File: config.mk
export PLATFORM = sky130hd
export DESIGN_NAME = fetch_unit_flat
export DESIGN_NICKNAME = d
export VERILOG_FILES = /design/src/rtl/fetch_pkg.sv /design/src/rtl/fetch_if.sv /design/src/rtl/fetch_fifo.sv /design/src/rtl/fetch_unit.sv /design/src/flat_wrapper.sv
export SDC_FILE = /design/constraint.sdc
export NUM_CORES = 1
export LEC_CHECK = 0
export ABC_AREA = 1
export BUFFER_PORTS_ARGS = -buffer_cell sky130_fd_sc_hd__buf_4
export CAP_MARGIN = 0
export CORE_AREA = 2 2 135 137
export CTS_CLUSTER_DIAMETER = 120
export CTS_CLUSTER_SIZE = 20
export DETAILED_ROUTE_END_ITERATION = 8
export DIE_AREA = 0 0 137 139
export PLACE_DENSITY_LB_ADDON = 0.12
export SYNTH_ARGS = -nofsm -noshare
export SYNTH_HDL_FRONTEND = slang
export SYNTH_SLANG_ARGS = --single-unit
File: constraint.sdc
create_clock -name clk -period 16.45 [get_ports clk]
set_input_delay 3.29 -clock clk [delete_from_list [all_inputs] [get_ports clk]]
set_output_delay 3.29 -clock clk [all_outputs]
set_load 0.005 [all_outputs]
File: src/rtl/fetch_pkg.sv
// Shared types and constants for the instruction-fetch stage.
package fetch_pkg;

    localparam logic [31:0] NOP_INSN = 32'h0000_0013;

    typedef enum logic [1:0] {
        BR_REDIRECT_00 = 2'b00,
        BR_REDIRECT_10 = 2'b10
    } branch_op_e;

    typedef enum logic {
        RUN   = 1'b0,
        DRAIN = 1'b1
    } fetch_state_e;

    typedef struct packed {
        logic [31:0] pc;
        logic [31:0] insn;
    } fetch_entry_t;

    // True for the two BranchOp codes that also flush IF/ID.
    function automatic logic is_redirect(input logic [1:0] op);
        return (op == 2'(BR_REDIRECT_00)) || (op == 2'(BR_REDIRECT_10));
    endfunction

endpackage

File: src/rtl/fetch_if.sv
// Instruction-memory request/response channel between fetch (master) and memory (slave).
interface fetch_if;
    logic        imem_req_valid;
    logic        imem_req_ready;
    logic [31:0] imem_req_addr;
    logic        imem_rsp_valid;
    logic [31:0] imem_rsp_data;

    modport master (
        output imem_req_valid,
        output imem_req_addr,
        input  imem_req_ready,
        input  imem_rsp_valid,
        input  imem_rsp_data
    );

    modport slave (
        input  imem_req_valid,
        input  imem_req_addr,
        output imem_req_ready,
        output imem_rsp_valid,
        output imem_rsp_data
    );
endinterface

File: src/rtl/fetch_fifo.sv
// Synchronous FIFO of fetched {pc, insn} entries; clear wins over push and pop.
module fetch_fifo
    import fetch_pkg::*;
#(
    parameter int unsigned DEPTH = 2
) (
    input  logic                         clk,
    input  logic                         rst,
    input  logic                         push_i,
    input  fetch_entry_t                 entry_i,
    input  logic                         pop_i,
    input  logic                         clear_i,
    output fetch_entry_t                 head_o,
    output logic [$clog2(DEPTH):0]       count_o
);

    localparam int unsigned AW = $clog2(DEPTH);
    localparam int unsigned CW = AW + 1;

    fetch_entry_t    mem_q [DEPTH];
    logic [AW-1:0]   wr_ptr_q, rd_ptr_q;
    logic [CW-1:0]   count_q;
    logic            do_push, do_pop;

    assign do_push = push_i && !clear_i && (count_q != CW'(DEPTH));
    assign do_pop  = pop_i  && !clear_i && (count_q != '0);

    always_ff @(posedge clk) begin
        if (rst || clear_i) begin
            wr_ptr_q <= '0;
            rd_ptr_q <= '0;
            count_q  <= '0;
        end else begin
            if (do_push) wr_ptr_q <= wr_ptr_q + AW'(1);
            if (do_pop)  rd_ptr_q <= rd_ptr_q + AW'(1);
            count_q <= count_q + CW'(do_push) - CW'(do_pop);
        end
    end

    // Storage needs no reset; validity is tracked by count_q.
    always_ff @(posedge clk) begin
        if (!rst && do_push) mem_q[wr_ptr_q] <= entry_i;
    end

    assign head_o  = mem_q[rd_ptr_q];
    assign count_o = count_q;

endmodule

File: src/rtl/fetch_unit.sv
// Instruction-fetch stage: PC generation, in-order imem requests, fetch buffer, redirect/drain.
// Optional FETCH_PERF_EN adds perf_fetched / perf_redirects counters.
module fetch_unit
    import fetch_pkg::*;
#(
    parameter logic [31:0] RESET_PC   = 32'h0000_0000,
    parameter int unsigned FBUF_DEPTH = 2
) (
    input  logic        clk,
    input  logic        rst,
    input  logic        stall,
    input  logic [1:0]  BranchOp,
    input  logic [31:0] branch_target,
    fetch_if.master     imem,
    output logic [31:0] PC_Out,
    output logic [31:0] instruction,
    output logic        if_valid
`ifdef FETCH_PERF_EN
    ,
    output logic [31:0] perf_fetched,
    output logic [31:0] perf_redirects
`endif
);

    localparam int unsigned CW = $clog2(FBUF_DEPTH) + 1;

    fetch_state_e  state_q, state_d;
    logic [31:0]   fetch_pc_q, fetch_pc_d;
    logic [31:0]   rsp_pc_q, rsp_pc_d;
    logic [CW-1:0] outstanding_q, outstanding_d;
    logic [CW-1:0] drop_cnt_q, drop_cnt_d;
    logic [CW-1:0] inflight;
    logic [CW-1:0] fifo_count;
    fetch_entry_t  fifo_head;
    fetch_entry_t  fifo_entry;
    logic          fifo_push, fifo_pop, fifo_clear;
    logic          redirect, credit, req_valid_c, req_fire, rsp_fire;

    assign redirect = is_redirect(BranchOp);
    assign credit   = ({1'b0, outstanding_q} + {1'b0, fifo_count}) < (CW + 1)'(FBUF_DEPTH);

    assign req_valid_c = !rst && (state_q == RUN) && credit;
    assign req_fire    = req_valid_c && imem.imem_req_ready;
    assign rsp_fire    = imem.imem_rsp_valid;

    assign imem.imem_req_valid = req_valid_c;
    assign imem.imem_req_addr  = fetch_pc_q;

    assign fifo_entry = '{pc: rsp_pc_q, insn: imem.imem_rsp_data};

    always_ff @(posedge clk) begin
        if (rst) begin
            state_q       <= RUN;
            fetch_pc_q    <= RESET_PC;
            rsp_pc_q      <= RESET_PC;
            outstanding_q <= '0;
            drop_cnt_q    <= '0;
        end else begin
            state_q       <= state_d;
            fetch_pc_q    <= fetch_pc_d;
            rsp_pc_q      <= rsp_pc_d;
            outstanding_q <= outstanding_d;
            drop_cnt_q    <= drop_cnt_d;
        end
    end

    // Next-state: sequential fetch in RUN, discard stale responses in DRAIN, redirect overrides.
    always_comb begin
        state_d       = state_q;
        fetch_pc_d    = fetch_pc_q;
        rsp_pc_d      = rsp_pc_q;
        outstanding_d = outstanding_q;
        drop_cnt_d    = drop_cnt_q;
        fifo_push     = 1'b0;
        fifo_pop      = 1'b0;
        fifo_clear    = 1'b0;
        inflight      = outstanding_q + CW'(req_fire) - CW'(rsp_fire);

        case (state_q)
            RUN: begin
                if (req_fire) fetch_pc_d = fetch_pc_q + 32'd4;
                if (rsp_fire) begin
                    fifo_push = 1'b1;
                    rsp_pc_d  = rsp_pc_q + 32'd4;
                end
                outstanding_d = inflight;
                fifo_pop      = if_valid && !stall;
            end
            DRAIN: begin
                if (rsp_fire) begin
                    drop_cnt_d    = drop_cnt_q - CW'(1);
                    outstanding_d = outstanding_q - CW'(1);
                    if (drop_cnt_q == CW'(1)) state_d = RUN;
                end
            end
            default: state_d = RUN;
        endcase

        // A response arriving with the redirect is already excluded from inflight.
        if (redirect) begin
            fetch_pc_d = branch_target;
            rsp_pc_d   = branch_target;
            fifo_clear = 1'b1;
            fifo_push  = 1'b0;
            fifo_pop   = 1'b0;
            if (state_q == RUN) begin
                drop_cnt_d    = inflight;
                outstanding_d = inflight;
                state_d       = (inflight != '0) ? DRAIN : RUN;
            end
        end
    end

    fetch_fifo #(
        .DEPTH (FBUF_DEPTH)
    ) u_fifo (
        .clk     (clk),
        .rst     (rst),
        .push_i  (fifo_push),
        .entry_i (fifo_entry),
        .pop_i   (fifo_pop),
        .clear_i (fifo_clear),
        .head_o  (fifo_head),
        .count_o (fifo_count)
    );

    assign if_valid    = (fifo_count != '0);
    assign instruction = if_valid ? fifo_head.insn : NOP_INSN;
    assign PC_Out      = if_valid ? fifo_head.pc   : 32'h0;

`ifdef FETCH_PERF_EN
    logic [31:0] perf_fetched_q, perf_redirects_q;

    always_ff @(posedge clk) begin
        if (rst) begin
            perf_fetched_q   <= '0;
            perf_redirects_q <= '0;
        end else begin
            if (fifo_pop) perf_fetched_q   <= perf_fetched_q + 32'd1;
            if (redirect) perf_redirects_q <= perf_redirects_q + 32'd1;
        end
    end

    assign perf_fetched   = perf_fetched_q;
    assign perf_redirects = perf_redirects_q;
`endif

endmodule
File: src/flat_wrapper.sv
// flat-port wrapper written by rule: the top's interface ports become plain ports
module fetch_unit_flat import fetch_pkg::*;
#(
    parameter logic [31:0] RESET_PC   = 32'h0000_0000,
    parameter int unsigned FBUF_DEPTH = 2
)
  (clk, rst, stall, BranchOp, branch_target, PC_Out, instruction, if_valid, imem_imem_req_valid, imem_imem_req_addr, imem_imem_req_ready, imem_imem_rsp_valid, imem_imem_rsp_data);
  fetch_if imem_i ();
  input  logic clk;
  input  logic rst;
  input  logic stall;
  input  logic [1:0] BranchOp;
  input  logic [31:0] branch_target;
  output logic [31:0] PC_Out;
  output logic [31:0] instruction;
  output logic if_valid;
  output wire logic [$bits(imem_i.imem_req_valid)-1:0] imem_imem_req_valid;
  output wire logic [$bits(imem_i.imem_req_addr)-1:0] imem_imem_req_addr;
  input wire logic [$bits(imem_i.imem_req_ready)-1:0] imem_imem_req_ready;
  input wire logic [$bits(imem_i.imem_rsp_valid)-1:0] imem_imem_rsp_valid;
  input wire logic [$bits(imem_i.imem_rsp_data)-1:0] imem_imem_rsp_data;
  assign imem_imem_req_valid = imem_i.imem_req_valid;
  assign imem_imem_req_addr = imem_i.imem_req_addr;
  assign imem_i.imem_req_ready = imem_imem_req_ready;
  assign imem_i.imem_rsp_valid = imem_imem_rsp_valid;
  assign imem_i.imem_rsp_data = imem_imem_rsp_data;
  fetch_unit #(.RESET_PC(RESET_PC), .FBUF_DEPTH(FBUF_DEPTH)) u_core (.clk(clk), .rst(rst), .stall(stall), .BranchOp(BranchOp), .branch_target(branch_target), .imem(imem_i), .PC_Out(PC_Out), .instruction(instruction), .if_valid(if_valid));
endmodule
Yosys cells after proc, flatten, opt, wreduce, memory -nomap -nowiden
Memories as Yosys holds them, arrays and structs flattened. A register that Yosys moved wholly into a read port is not among the register bits.
Index checks and enable logic that the tools add are counted.
{ "op_classes": {"magnitude_cmp": 1, "reduce_logical": 21, "bitwise_logic": 1, "muxes": 32, "eq_ne": 4, "add_sub_neg": 11} }
{ "ops": {"columns": ["operator", "n"], "rows": [
  ["$mux W32", 8],
  ["$add A32 B3 Y32 const B", 2],
  ["$mux W1", 16],
  ["$mux W2", 7],
  ["$logic_and A1 B1 Y1", 9],
  ["$reduce_bool A2 Y1", 4],
  ["$add A2 B1 Y2", 2],
  ["$ne A2 B2 Y1 const B", 2],
  ["$pmux W2 S2", 1],
  ["$reduce_and A2 Y1", 2],
  ["$sub A2 B1 Y2", 2],
  ["$sub A2 B1 Y2 const B", 2],
  ["$add A2 B2 Y3", 1],
  ["$logic_not A1 Y1", 3],
  ["$lt A3 B2 Y1 const B", 1],
  ["$add A1 B1 Y1 const B", 2],
  ["$eq A2 B1 Y1 const B", 1],
  ["$eq A2 B2 Y1 const B", 1],
  ["$logic_not A2 Y1", 1],
  ["$logic_or A1 B1 Y1", 2],
  ["$not A1 Y1", 1]
]} }
{ "totals": {"memories": 1, "out_inout_bits": 98, "elab_cells": 79, "reg_bits": 73, "ramBits": 128, "inputBits": 71} }
{ "memory_table": {"columns": ["memory", "words", "width", "read_ports", "rd_ports_with_merged_regs", "write_ports", "line_no", "rtl"], "rows": [
  ["u_core.u_fifo.mem_q", 2, 64, 1, 1, 1, "fetch_fifo.sv:20", "fetch_entry_t mem_q [DEPTH];"]
]} }

Longest topological paths before layout
{ "depth": {"word_depth": 10, "depth_mapped": 14} }

Modules after synthesis
From an unflattened synthesis, not the netlist that was laid out.
{ "unflattened": {"cells_unflattened": 1122, "area_unflattened_um2": 10279.9} }
{ "modules_own_cells": {"columns": ["module", "cells_per_inst", "area_each_um2", "instances"], "rows": [
  ["fetch_fifo", 240, 5180.0, 1],
  ["fetch_unit", 882, 5099.9, 1]
]} }

Worst setup path after synthesis
Ideal clock, no wire load.
{ "synth_path": {"path_kind": "input to register", "start": "input imem_imem_rsp_valid", "end": "memory u_core.u_fifo.mem_q[0][0] in the netlist's numbering (enable)", "setup_ns": 0.565, "path_stages": 6, "path_slack_ns": 7.757, "t_required_ns": 15.885, "n_path_buf": 0, "t_arrival_ns": 8.129, "cell_sequence": "inv_2 nor2_4 inv_2 nor2_2 o21ai_1 nor3_1"} }
{ "synth_via": {"elab_chain_len": 8} }
{ "synth_rtl": {"columns": ["element", "line_no", "rtl"], "rows": [
  ["from (decl)", "flat_wrapper.sv:20", "input wire logic [$bits(imem_i.imem_rsp_valid)-1:0] imem_imem_rsp_valid;"],
  ["$mux W1", "fetch_unit.sv:82", "if (rsp_fire) begin"],
  ["$mux W1", "fetch_unit.sv:79", "case (state_q)"],
  ["$mux W1", "fetch_unit.sv:100", "if (redirect) begin"],
  ["$logic_and A1 B1 Y1 (2 in a row)", "fetch_fifo.sv:25", "assign do_push = push_i && !clear_i && (count_q != CW'(DEPTH));"],
  ["$logic_and A1 B1 Y1", "fetch_fifo.sv:42", "if (!rst && do_push) mem_q[wr_ptr_q] <= entry_i;"],
  ["$mux W1", "fetch_fifo.sv:42", null],
  ["$mux W1 (implied by the code)", "fetch_fifo.sv:42", null],
  ["to (decl)", "fetch_fifo.sv:20", null]
]} }
Every way passes these cells.

Worst setup path after layout
{ "layout_path": {"start": "input rst", "end": "output imem_imem_req_valid"} }
{ "layout_via": {"elab_chain_len": 3} }
{ "layout_rtl": {"columns": ["element", "line_no", "rtl"], "rows": [
  ["from (decl)", "flat_wrapper.sv:10", "input logic rst;"],
  ["$logic_not A1 Y1", "fetch_unit.sv:42", "assign req_valid_c = !rst && (state_q == RUN) && credit;"],
  ["$logic_and A1 B1 Y1 (2 in a row)", "fetch_unit.sv:42", null],
  ["to (decl)", "flat_wrapper.sv:17", "output wire logic [$bits(imem_i.imem_req_valid)-1:0] imem_imem_req_valid;"]
]} }
Every way passes these cells.

==> results.sh <==
export IMPL_layout_common_cells="nand2_1 (373), buf_4 (171), edfxtp_1 (128), a21oi_1 (106), nor2_1 (92)"
export IMPL_p_leak_nw=4.539
export IMPL_ir_drop_v=0.00006516
export IMPL_drt_pass1_iterations=6
export IMPL_hold_ws_ns=0.4577
export IMPL_tightest_slew_ns=1.112
export IMPL_cts_resized=0
export IMPL_hold_path_depth=0
export IMPL_final_cell_area_um2=11360
export IMPL_ys_ff_latch=202
export IMPL_synthArstFlopShare_pct=0
export IMPL_antenna_found_initial=0
export IMPL_vias_per_cell=5.252
export IMPL_synth_edf_count=128
export IMPL_fmax_mhz=125.1
export IMPL_vias=7888
export IMPL_grt_max_degree=66
export IMPL_end_kind="primary output"
export IMPL_antenna_left=0
export IMPL_timing_rr_end="u_core.u_fifo.mem_q[1][21]"
export IMPL_worst_slew_margin_rel_pct=25.90
export IMPL_synth_cell_type_count=44
export IMPL_rows=49
export IMPL_seq_area_frac_synth_pct=55.85
export IMPL_rsz0062_at_grt="no"
export IMPL_power_density_nw_per_um2=95.91
export IMPL_grt_pass1_wl_um=36110
export IMPL_drv_cap=0
export IMPL_drt_iter0_markers=515
export IMPL_gp_congestion=0.8894
export IMPL_fillers=1537
export IMPL_htree_levels=1
export IMPL_status="finished, final reports clean"
export IMPL_setup_violations_final=0
export IMPL_synth_nets=1195
export IMPL_layout_cells_non_filler=1502
export IMPL_cts_inserted_buffers=14
export IMPL_hp_start="u_core.rsp_pc_q[0]"
export IMPL_skew_ns=0.02131
export IMPL_wl_um=23290
export IMPL_hp_class="flip-flop to flip-flop"
export IMPL_start_util_pct=54.00
export IMPL_worst_setup_path_start_kind="input port"
export IMPL_clk_pin_slew_ns=0.08
export IMPL_synth_cells=1116
export IMPL_arrival_ns=4.70
export IMPL_slowest_stage="buf_4"
export IMPL_tns_ns=0
export IMPL_path_buf_inv=4
export IMPL_port_buffer_count=167
export IMPL_core_area_um2=17660
export IMPL_r2r_setup_slack_ns=13.27
export IMPL_final_common_cell="nand2_1"
export IMPL_cp_common_cell="buf_4"
export IMPL_avgSynthCellArea_um2=8.544
export IMPL_syn_to_final_growth_pct=19.10
export IMPL_dieArea_um2=19040
export IMPL_post_cts_buffers=0
export IMPL_route_detailed_drc=0
export IMPL_cts_hold_buf=0
export IMPL_hold_viol=0
export IMPL_critPathKind="input port to primary output"
export IMPL_wl_per_cell_um=15.50
export IMPL_die_x_um=137
export IMPL_cp_cell_sequence="buf_4 -> clkinv_1 -> nand3_2 -> inv_4 -> buf_4"
export IMPL_n_antenna_cell=0
export IMPL_num_nets_final=1344
export IMPL_slew_violations=0
export IMPL_dp_cells=1478
export IMPL_cpPeakStageDelay_ns=0.56
export IMPL_root_buffer="clkbuf_16"
export IMPL_dp_final_hpwl_um=15760
export IMPL_netlist_area_um2=9535
export IMPL_reg2reg_depth=6
export IMPL_grt_overflow=0
export IMPL_die_h_um=139
export IMPL_layout_drive_gt1_share_pct=18.38
export IMPL_cts_tree="done"
export IMPL_grt_util_all_layers_pct=23.82
export IMPL_clk_latency_ns=0.47
export IMPL_dpl_cell_area_um2=10930
export IMPL_worstReg2RegStart="u_core.state_q"
export IMPL_yosys_warnings=0
export IMPL_critPathTopFamily="buffers and inverters"
export IMPL_holdPathEnd="u_core.u_fifo.mem_q[1][32]"
export IMPL_cts_sinks=202
export IMPL_io_pins=169
export IMPL_ys_flop_type="edfxtp_1"
export IMPL_cts_buffer_depth=3
export IMPL_finalCritPeriodShare_pct=48.58
export IMPL_grt_pass1_vias=7207
export IMPL_period_needed_ns=7.992
export IMPL_required_ns=13.16
export IMPL_cp_max_fo=60
metal layers:
metal	wire, um	vias to the layer above	GRT usage, %
li1	-	3988	-
met1	10160	3609	32.77
met2	11030	266	39.83
met3	1670	25	2.887
met4	425	0	6.457
met5	0	-	0
worst max path at each step:
stage | cells after the start | slack (ns) | end | from
floorplan | 6 | 7.76 | u_core.u_fifo.mem_q[0][0] | imem_imem_rsp_valid
global placement | 5 | 8.48 | imem_imem_req_valid | rst
detailed placement | 5 | 8.46 | imem_imem_req_valid | rst
CTS | 5 | 8.47 | imem_imem_req_valid | rst
global route | 5 | 8.39 | imem_imem_req_valid | rst
finish | 5 | 8.46 | imem_imem_req_valid | rst
state kept, by name, summed over array words and instances (netlist names), named ones only:
register                   cells
u_core.state_q                 1
u_core.rsp_pc_q               32
u_core.u_fifo.wr_ptr_q         1
u_core.drop_cnt_q              2
u_core.u_fifo.mem_q          128
u_core.u_fifo.count_o          2
u_core.u_fifo.rd_ptr_q         1
u_core.outstanding_q           1
u_core.imem.imem_req_addr     32
metrics by stage:
step                util (%)  power [mW]  setup slack (ns)
floorplan                  -      0.6965             7.757
global placement       61.91      0.7548             8.483
detailed placement     61.91      0.7587             8.464
CTS                    64.32       1.096             8.468
global route           64.32       1.139             8.385
finish                 64.32       1.089             8.458
cell type report:
class / count / area [um^2] / area share (%)
inverter: 97 / 371.6 / 3.272
clock buffer: 23 / 405.4 / 3.569
timing repair buffer: 171 / 1284 / 11.30
clock inverter: 1 / 20.02 / 0.1763
tap: 229 / 286.5 / 2.523
sequential: 202 / 5326 / 46.90
multi-input combinational: 779 / 3664 / 32.26
synth_stat cells, types with 2 or more instances:
cell	n	area share, %
clkbuf_1	28	1.1
dfxtp_1	74	16
nand3_1	55	2.9
buf_6	2	0.24
ha_1	7	0.92
xor2_1	17	1.6
nor2_1	93	3.7
buf_4	4	0.31
nor2_2	11	0.72
nand2_2	5	0.33
buf_2	3	0.16
edfxtp_1	128	40
nor2_4	5	0.59
clkinv_1	2	0.079
a21oi_1	106	5.6
nor3_1	7	0.37
nand2_1	373	15
a21oi_2	3	0.28
o211ai_1	3	0.24
o21ai_0	36	1.9
or2_2	4	0.26
xnor2_1	4	0.37
inv_1	85	3.3
o21ai_1	9	0.47
nand2_8	2	0.42
nand4_1	7	0.46
inv_2	8	0.31
a31oi_1	19	1.2
power breakdown:
part / switching, mW / leakage (nW) / internal, mW
sequential: 0.0262 / 1.78 / 0.568
combinational: 0.0906 / 2.55 / 0.0626
clock: 0.169 / 0.204 / 0.173
cell families (layout without fill, tap and decap cells):
logic type	after synthesis	in the layout	synth area share, %
AND/OR/NAND/NOR	567	567	24.89
flip-flops	202	202	55.85
AO/OA/AOI/OAI	183	183	10.29
buffers and inverters	135	292	5.918
XOR/XNOR	21	21	1.929
adder cells (fa/ha/maj)	8	8	1.128
(Power assumes the default switching activity.)
